==> config.mk <==
export PLATFORM = sky130hd
export DESIGN_NAME = morse_decoder
export DESIGN_NICKNAME = d
export VERILOG_FILES = /design/src/rtl/morse_decoder.sv
export SDC_FILE = /design/constraint.sdc
export NUM_CORES = 1
export LEC_CHECK = 0
export CAP_MARGIN = 20
export CORE_MARGIN = 1
export CORE_UTILIZATION = 60
export CTS_CLUSTER_SIZE = 28
export DETAILED_ROUTE_END_ITERATION = 8
export GPL_TIMING_DRIVEN = 0
export MAX_ROUTING_LAYER = met4
export PLACE_DENSITY = 0.87
export SYNTH_ARGS = -nofsm -noshare
export SYNTH_HDL_FRONTEND = slang
export SYNTH_SLANG_ARGS = --single-unit
==> constraint.sdc <==
create_clock -name clk -period 3.3 [get_ports clk]
set_clock_uncertainty 0.1 [all_clocks]
set_input_delay 0.33 -clock clk [delete_from_list [all_inputs] [get_ports clk]]
set_output_delay 0.33 -clock clk [all_outputs]
set_load 0.05 [all_outputs]
==> src/rtl/morse_decoder.sv <==
// Morse receive path: measures mark/space run lengths on morse_in, assembles
// up to 4 dot/dash elements and emits the letter index on a character gap.
module morse_decoder #(
  parameter int DOT_MIN   = 20,
  parameter int DASH_MIN  = 150,
  parameter int CHAR_GAP  = 300,
  parameter int CNT_WIDTH = $clog2(CHAR_GAP + 1)
) (
  input  logic       clk,
  input  logic       rst_n,
  input  logic       en,
  input  logic       morse_in,
  output logic       char_valid,
  output logic [4:0] char_sel,
  output logic [2:0] char_len,
  output logic [3:0] char_code,
  output logic       char_err,
  output logic [1:0] state_debug
);

  typedef enum logic [1:0] {IDLE = 2'd0, MARK = 2'd1, SPACE = 2'd2} state_t;

  localparam logic [CNT_WIDTH-1:0] DOT_MIN_C  = CNT_WIDTH'(DOT_MIN);
  localparam logic [CNT_WIDTH-1:0] DASH_MIN_C = CNT_WIDTH'(DASH_MIN);
  // The first space sample is counted on the MARK exit edge, so the gap
  // completes on the edge where the counter already holds CHAR_GAP-1.
  localparam logic [CNT_WIDTH-1:0] GAP_LAST_C = CNT_WIDTH'(CHAR_GAP - 1);
  localparam logic [CNT_WIDTH-1:0] ONE_C      = CNT_WIDTH'(1);

  state_t               state, state_n;
  logic [CNT_WIDTH-1:0] cnt, cnt_n, cnt_inc;
  logic [2:0]           count, count_n;
  logic [3:0]           code, code_n;
  logic                 ovf, ovf_n;
  logic                 emit;
  logic [4:0]           dec_sel;
  logic [2:0]           emit_len;

  function automatic logic [4:0] decode(input logic [2:0] len, input logic [3:0] c);
    logic [4:0] s;
    s = 5'b11111;
    case ({len, c})
      {3'd1, 4'b0000}: s = 5'd4;
      {3'd1, 4'b0001}: s = 5'd19;
      {3'd2, 4'b0000}: s = 5'd8;
      {3'd2, 4'b0010}: s = 5'd0;
      {3'd2, 4'b0001}: s = 5'd13;
      {3'd2, 4'b0011}: s = 5'd12;
      {3'd3, 4'b0000}: s = 5'd18;
      {3'd3, 4'b0001}: s = 5'd3;
      {3'd3, 4'b0010}: s = 5'd17;
      {3'd3, 4'b0011}: s = 5'd6;
      {3'd3, 4'b0100}: s = 5'd20;
      {3'd3, 4'b0101}: s = 5'd10;
      {3'd3, 4'b0110}: s = 5'd22;
      {3'd3, 4'b0111}: s = 5'd14;
      {3'd4, 4'b0000}: s = 5'd7;
      {3'd4, 4'b0001}: s = 5'd1;
      {3'd4, 4'b0010}: s = 5'd11;
      {3'd4, 4'b0011}: s = 5'd25;
      {3'd4, 4'b0100}: s = 5'd5;
      {3'd4, 4'b0101}: s = 5'd2;
      {3'd4, 4'b0110}: s = 5'd15;
      {3'd4, 4'b1000}: s = 5'd21;
      {3'd4, 4'b1001}: s = 5'd23;
      {3'd4, 4'b1011}: s = 5'd16;
      {3'd4, 4'b1101}: s = 5'd24;
      {3'd4, 4'b1110}: s = 5'd9;
      default:         s = 5'b11111;
    endcase
    return s;
  endfunction

  assign cnt_inc  = (&cnt) ? cnt : cnt + ONE_C;
  assign emit_len = ovf ? 3'd5 : count;
  assign dec_sel  = decode(emit_len, code);

  always_comb begin
    state_n = state;
    cnt_n   = cnt;
    count_n = count;
    code_n  = code;
    ovf_n   = ovf;
    emit    = 1'b0;
    case (state)
      IDLE: if (morse_in) begin
        state_n = MARK;
        cnt_n   = ONE_C;
      end
      MARK: if (morse_in) begin
        cnt_n = cnt_inc;
      end else begin
        cnt_n = ONE_C;
        if (cnt < DOT_MIN_C) begin
          state_n = (count != 3'd0) ? SPACE : IDLE;
        end else begin
          state_n = SPACE;
          if (count == 3'd4) begin
            ovf_n = 1'b1;
          end else begin
            code_n[count[1:0]] = (cnt >= DASH_MIN_C);
            count_n            = count + 3'd1;
          end
        end
      end
      SPACE: if (morse_in) begin
        state_n = MARK;
        cnt_n   = ONE_C;
      end else if (cnt >= GAP_LAST_C) begin
        emit    = 1'b1;
        state_n = IDLE;
        cnt_n   = '0;
        count_n = 3'd0;
        code_n  = 4'd0;
        ovf_n   = 1'b0;
      end else begin
        cnt_n = cnt_inc;
      end
      default: state_n = IDLE;
    endcase
  end

  always_ff @(posedge clk or negedge rst_n) begin
    if (!rst_n) begin
      state      <= IDLE;
      cnt        <= '0;
      count      <= 3'd0;
      code       <= 4'd0;
      ovf        <= 1'b0;
      char_valid <= 1'b0;
      char_sel   <= 5'd0;
      char_len   <= 3'd0;
      char_code  <= 4'd0;
      char_err   <= 1'b0;
    end else if (!en) begin
      // Drop the partial character; last emitted results stay visible.
      state      <= IDLE;
      cnt        <= '0;
      count      <= 3'd0;
      code       <= 4'd0;
      ovf        <= 1'b0;
      char_valid <= 1'b0;
    end else begin
      state      <= state_n;
      cnt        <= cnt_n;
      count      <= count_n;
      code       <= code_n;
      ovf        <= ovf_n;
      char_valid <= emit;
      if (emit) begin
        char_sel  <= dec_sel;
        char_len  <= emit_len;
        char_code <= code;
        char_err  <= (dec_sel == 5'b11111);
      end
    end
  end

  assign state_debug = state;

endmodule

==> key figures, run 1 <==
Timing
  – Final setup fails: 0
  – Post-route setup TNS: 0 ns
  – Fin crit period: around 2.7 ns
  – Slew @ Worst Pin: 0.987 ns
  – Max-slew violations: 0
  – Unrepaired setup endpoints after global routing: no
  – Fmax: around 0.38 GHz
  – Endpoints failing hold: 5
  – Final hold slack: -0.00878 ns
  – Final clock period utilization by the worst path: roughly four fifths
  – Final worst slack: approximately 0.64 ns
  – Rel. slew slack: between 30% and 40%

Yosys
  – Synth area leaders: dfrtp_1, ha_1, o21ai_0, nand2_1, a21oi_1
  – Top_reg_cell synth: dfrtp_1
  – Sequential share of the synthesized area: between 30% and 40%
  – Mux contribution to synthesized area: approximately 3.2%
  – Mapped Area: 2300 sq um
  – Yosys warns: 0
  – Top-count cell post-synth: dfrtp_1
  – Synth Instances: 263
  – Area leader, netlist: dfrtp_1
  – Synth cell count leaders: dfrtp_1, nand2_1, o21ai_0, a21oi_1, nor2_1
  – #FFs+latches synth: 33
  – Synth Area in Adders: ~8.7%
  – Syn Area/Cell: approximately 8.8 sq um
  – Number of synthesized flops with an enable pin: 0
  – Synth Area in XOR/XNOR: 0%
  – Largest family of logic cells by synthesized area: compound AO/OA/AOI/OAI gates
  – Post-synthesis compound-gate area fraction: 25.6%
  – Yosys cell types: 56
  – Post-synth ARST share: 100%
  – Synthesized net count: 283
  – Post-synth top area share: between 30% and 40%
  – Post-Synth Simple-Gate Area: between 20% and 30%

Clock network
  – Max clock buf depth: 2
  – PostCTS Resize Cnt: 0
  – CTS tree: done
  – Clock Pin Slew Worst Setup and Hold Paths: around 0.070 ns
  – Total setup buffers inserted after CTS: 0
  – Clk root buf: clkbuf_8
  – Num CTS Buffers: 5
  – CTS Hold Buffers Added: 0
  – H-tree Lvls: 2
  – Clock sink total: 33
  – Worst-Skew Late Latency: about 0.28 ns

Power and ir drop
  – PwrDens: between 300 and 400 nW/um^2
  – Leakage power: about 1.1 nW
  – Peak supply drop: about 0.3 mV
  – Tot Pwr: between 0.9 and 1 mW

Finish
  – Layout fillers: between 200 and 300
  – Final instance area: 2680 sq um
  – N_diodes: 0
  – Nets: about 310
  – Fraction of layout cells with a size suffix above 1: roughly 9.0%
  – Multi-input logic area: between 1000 and 1500 sq um
  – Layout area overhead: 16.4%
  – Storage element area: ~830 sq um

Global routing
  – Vias in the first global route: 2157
  – GRT Total Usage: 31.1%
  – Grt ovf: 0
  – First-pass GRT wire length: 9760 um
  – Pin count of the biggest net entering global routing: 34
  – Initial antenna violation count: 0

Critical path
  – WS Path Type: reg -> reg
  – CP required: 3.37 ns
  – Worst Setup End Kind: register
  – Critical path fanouts, max: 10
  – Setup crit start kind: register
  – Critical Path AT: about 2.7 ns

Die
  – Placeable Area: between 3000 and 4000 sq um
  – Total die area: a little over 4000 sq um
  – Row cnt: 22
  – Initial core utilization: a little over three fifths
  – Chip Height: 64.0 um
  – Chip Width: roughly 64 um
  – Io pins: 20

Route
  – WL met1: 2370 um
  – Max Used Layer: met4
  – DRT iter0 DRCs: about 260
  – DRT Pass-1 Iters: 6
  – Met3 wire length: 283 um
  – Drt via density: approximately 6.6
  – Drc violations: 0
  – WL met2: 2760 um
  – Routed WL per cell: around 16 um
  – Vias post-DR: approximately 2200
  – Aggregate routed wire length: 5500 um
  – Routed Antenna Nets: 0

Place
  – DP Area: roughly 2500 sq um
  – Detailed Place HPWL: approximately 3900 um
  – Port Buffer Count: 19
  – Setup Slack @ Placement: 0.791 ns
  – Routability cong.: between 0.9 and 1

Status
  – Failing checks: negative hold slack
  – Status: finished, violations left

Run
  – Max_cap viols: 0

Min path
  – Hold crit path type: in -> async
-- through the flow --
stage / util (%) / hold WS (ns) / std cells
final: 73.3 / -0.00878 / 338
after global routing: 73.3 / 0.0621 / 338
after CTS: 73.3 / 0.0303 / 338
after detailed placement: 69.7 / 0.332 / 330
after global placement: 69.8 / 0.360 / 330
after floorplan: - / -0.0656 / 263
-- critical path: stages, from the launching register on --
cell and delay, ns:
dfrtp_1 0.39, clkbuf_1 0.36, inv_1 0.15, ha_1 0.30, a221o_1 0.39, o21ai_0 0.28
o211ai_1 0.25, a32o_1 0.33
-- final cells by class --
class / count / area share (%)
flip-flops and latches: 33 / 30.8
multi-input cells: 200 / 50.5
clock buffers: 5 / 2.56
clock inverters: 3 / 2.42
inverters: 12 / 1.68
repair buffers: 19 / 6.90
plain buffers: 18 / 2.94
well taps: 48 / 2.24
-- final timing paths --
check                                             start                       end  slack, ns  cells after the start
worst min register to register  char_sel[0]$_DFFE_PN0P_   char_sel[0]$_DFFE_PN0P_       0.39                      2
min in group clk                char_sel[0]$_DFFE_PN0P_   char_sel[0]$_DFFE_PN0P_       0.39                      2
worst min-delay path                              rst_n  char_code[1]$_DFFE_PN0P_     -0.009                      1
worst max register to register     count[0]$_DFFE_PN0P_       code[3]$_DFFE_PN0P_       0.64                      7
worst max-delay path               count[0]$_DFFE_PN0P_       code[3]$_DFFE_PN0P_       0.64                      7
max in group asynchronous                         rst_n      count[0]$_DFFE_PN0P_       2.65                      1
-- power by group --
group | total [mW] | internal [mW] | switching, mW
Combinational | 0.119 | 0.0403 | 0.0791
Sequential | 0.420 | 0.410 | 0.00962
Clock | 0.449 | 0.300 | 0.149
-- metal layers --
metal / track usage [%] / vias up
li1: - / 1034
met1: 38.6 / 1071
met5: - / -
met2: 50.4 / 105
met4: 12.8 / 0
met3: 5.18 / 9
-- cells in the final DEF (no fill, tap or decap), drive strengths merged, types with 5 or more instances in the layout --
master / n
clkbuf: 19
inv: 11
o21ai: 25
nor2: 17
nor3: 7
clkdlybuf4s50: 18
dfrtp: 33
nand4: 9
buf: 5
nand2: 24
a21oi: 17
o211ai: 5
ha: 16
nand3: 9
-- cell families after synthesis --
| logic type | after synthesis |
|---|---|
| simple gates | 92 |
| compound gates | 85 |
| mux | 7 |
| buf+inv | 30 |
| flops | 33 |
| fa+ha+maj | 16 |
-- sequential cells by signal (all words and copies together) (netlist names) --
| register | flops |
|---|---|
| count | 3 |
| char_err | 1 |
| char_valid | 1 |
| char_len | 3 |
| ovf | 1 |
| cnt | 9 |
| char_code | 4 |
| char_sel | 5 |
| code | 4 |
| state_debug | 2 |
Note: power is estimated with default switching activity, not from simulation.
==> run 2, diff against run 1 <==
--- a/config.mk
+++ b/config.mk
@@ -7,12 +7,12 @@
 export LEC_CHECK = 0
 export CAP_MARGIN = 20
 export CORE_MARGIN = 1
-export CORE_UTILIZATION = 60
+export CORE_UTILIZATION = 52
 export CTS_CLUSTER_SIZE = 28
 export DETAILED_ROUTE_END_ITERATION = 8
 export GPL_TIMING_DRIVEN = 0
 export MAX_ROUTING_LAYER = met4
-export PLACE_DENSITY = 0.87
+export PLACE_DENSITY = 0.81
 export SYNTH_ARGS = -nofsm -noshare
 export SYNTH_HDL_FRONTEND = slang
 export SYNTH_SLANG_ARGS = --single-unit
==> constraint.sdc (replaced) <==
create_clock -name clk -period 2.15 [get_ports clk]
set_clock_uncertainty 0.1 [all_clocks]
set_input_delay 0.215 -clock clk [delete_from_list [all_inputs] [get_ports clk]]
set_output_delay 0.215 -clock clk [all_outputs]
set_load 0.05 [all_outputs]
==> key figures, run 2 (synthesized netlist as in run 1, its figures left out) <==
Timing
  – Final setup fails: 0 (unchanged)
  – Fin crit period: 2.12 ns (-0.543 ns)
  – Final hold slack: 0.375 ns (+0.384 ns)
  – Final clock period utilization by the worst path: 98.5% (+18 points)
  – Rel. slew slack: 50.7% (+17 points)
  – Max-slew violations: 0 (unchanged)
  – Unrepaired setup endpoints after global routing: yes
  – Slew @ Worst Pin: 0.740 ns (-0.247 ns)
  – Final worst slack: 0.0317 ns (-0.607 ns)
  – Post-route setup TNS: 0 ns (unchanged)
  – Endpoints failing hold: 0 (-5)
  – Fmax: 0.472 GHz (+26%)

Route
  – Routed WL per cell: 17.8 um (+9.2%)
  – Vias post-DR: 2284 (+2.9%)
  – Drt via density: 6.54 (-0.31%)
  – Drc violations: 0 (unchanged)
  – DRT iter0 DRCs: 312 (+20%)
  – DRT Pass-1 Iters: 5 (-1)
  – Routed Antenna Nets: 0 (unchanged)
  – Aggregate routed wire length: 6210 um (+13%)

Place
  – Placed Cells: 332 (+0.61%)
  – Port Buffer Count: 19 (unchanged)
  – Detailed Place HPWL: 3870 um (-0.15%)
  – Routability cong.: 0.915 (-4.5%)
  – Setup Slack @ Placement: -0.284 ns (-1.07 ns)
  – DP Area: 2560 sq um (+0.29%)

Power and ir drop
  – Tot Pwr: 1.33 mW (+35%)
  – Leakage power: 1.22 nW (+6.4%)
  – Peak supply drop: 0.336 mV (+10%)
  – PwrDens: 462 nW/um^2 (+25%)

Critical path
  – Critical Path AT: 2.25 ns (-0.48 ns)
  – Worst Setup End Kind: register
  – Setup crit start kind: register
  – WS Path Type: reg -> reg
  – Critical path fanouts, max: 10 (unchanged)
  – CP required: 2.29 ns (-1.08 ns)

Run
  – Max_cap viols: 0 (unchanged)

Global routing
  – First-pass GRT wire length: 9690 um (-0.64%)
  – Initial antenna violation count: 0 (unchanged)
  – Vias in the first global route: 2089 (-3.2%)
  – Pin count of the biggest net entering global routing: 34 (unchanged)
  – Grt ovf: 0 (unchanged)
  – GRT Total Usage: 29.3% (-1.9 points)

Min path
  – Hold crit path type: reg -> reg

Finish
  – Layout fillers: 324 (+11%)
  – Final core occ: 70.1% (-3.3 points)
  – Non-Filler Instances: 349 (+3.3%)
  – N_diodes: 0 (unchanged)
  – Fraction of layout cells with a size suffix above 1: 25.1% (+16 points)
  – Layout area overhead: 25.1%
  – Number of flip-flops under the largest register name: 9 (unchanged)
  – Final instance area: 2880 sq um (+7.4%)
  – Biggest regs: cnt x9, char_sel x5
  – Nets: 318 (+2.9%)
  – Most flops, register: cnt
  – Commonest non-fill, non-tap cell in the layout: dfrtp_1
  – Commonest non-fill, non-tap cells in the layout: dfrtp_1, nand2_1, o21ai_0

Clock network
  – Clock sink total: 33 (unchanged)
  – CTS tree: done
  – Max clock buf depth: 2 (unchanged)
  – Worst-Skew Late Latency: 0.29 ns (about the same)
  – Clock Pin Slew Worst Setup and Hold Paths: 0.07 ns (about the same)
  – Num CTS Buffers: 5 (unchanged)
  – H-tree Lvls: 2 (unchanged)
  – Clk root buf: clkbuf_8

Die
  – Chip Height: 68.6 um (+7.2%)
  – Total die area: 4700 sq um (+15%)
  – Io pins: 20 (unchanged)
  – Chip Width: 68.6 um (+7.2%)
  – Row cnt: 23 (+4.5%)
  – Initial core utilization: 56.0% (-6.9 points)
  – Placeable Area: 4120 sq um (+12%)

Status
  – Status: complete, no violations
## run 2: cell types whose count changed in the layout (fill, tap and decap cells not counted), moves of 3 or more
cell,delta
clkbuf_1,-11
ha_1,-4
dfrtp_2,+8
buf_4,+12
clkbuf_2,+5
inv_1,-4
o21ai_2,+3
inv_2,+4
dfrtp_1,-8
## run 2: layout make-up
cell class / instances / area, sq um / share of cell area, %
Tap cell: 50 / 62.6 / 2.17
Clock buffer: 5 / 68.8 / 2.39
Timing Repair Buffer: 31 / 278 / 9.64
Sequential cell: 33 / 836 / 29.0
Multi-Input combinational cell: 200 / 1480 / 51.3
Inverter: 12 / 45.0 / 1.56
Clock inverter: 3 / 17.5 / 0.608
Buffer: 15 / 97.6 / 3.39
## run 2: final timing paths
path / start / end / slack [ns] / cells past startpoint
setup / recovery: count[0]$_DFFE_PN0P_ / count[2]$_DFFE_PN0P_ / 0.03 / 7
hold / removal: char_code[1]$_DFFE_PN0P_ / char_code[1]$_DFFE_PN0P_ / 0.38 / 2
setup reg to reg: count[0]$_DFFE_PN0P_ / count[2]$_DFFE_PN0P_ / 0.03 / 7
hold reg to reg: char_code[1]$_DFFE_PN0P_ / char_code[1]$_DFFE_PN0P_ / 0.38 / 2
max in group asynchronous: rst_n / cnt[0]$_DFFE_PN0P_ / 1.00 / 2
min in group asynchronous: rst_n / char_code[0]$_DFFE_PN0P_ / 0.43 / 2
## run 2: power by group
part / internal [mW] / switching (mW)
clock network: 0.223 / 0.242
logic: 0.0830 / 0.141
registers: 0.631 / 0.0109
## run 2: metal layers
metal | GRT usage (%) | up-vias | wire, um
li1 | - | 1063 | -
met1 | 34.5 | 1057 | 2520
met2 | 47.4 | 143 | 3000
met3 | 6.09 | 21 | 456
met4 | 14.1 | 0 | 231
met5 | - | - | 0
## run 2: critical path: stages (launching register included)
cell and delay [ns]:
dfrtp_2 0.39, clkbuf_8 0.18, inv_1 0.07, ha_2 0.22, a221o_1 0.38, nand4b_1 0.31, nor3b_2 0.27, a31o_2 0.14
## run 2: timing repair
action                                  CTS  global route
hold buffers                              1             0
gates cloned                              0             0
pin swaps                                 4             6
endpoints found under the setup margin   18            29
gates resized for setup                  18            35
buffers inserted                          7             4
endpoints found under the hold margin    33             0
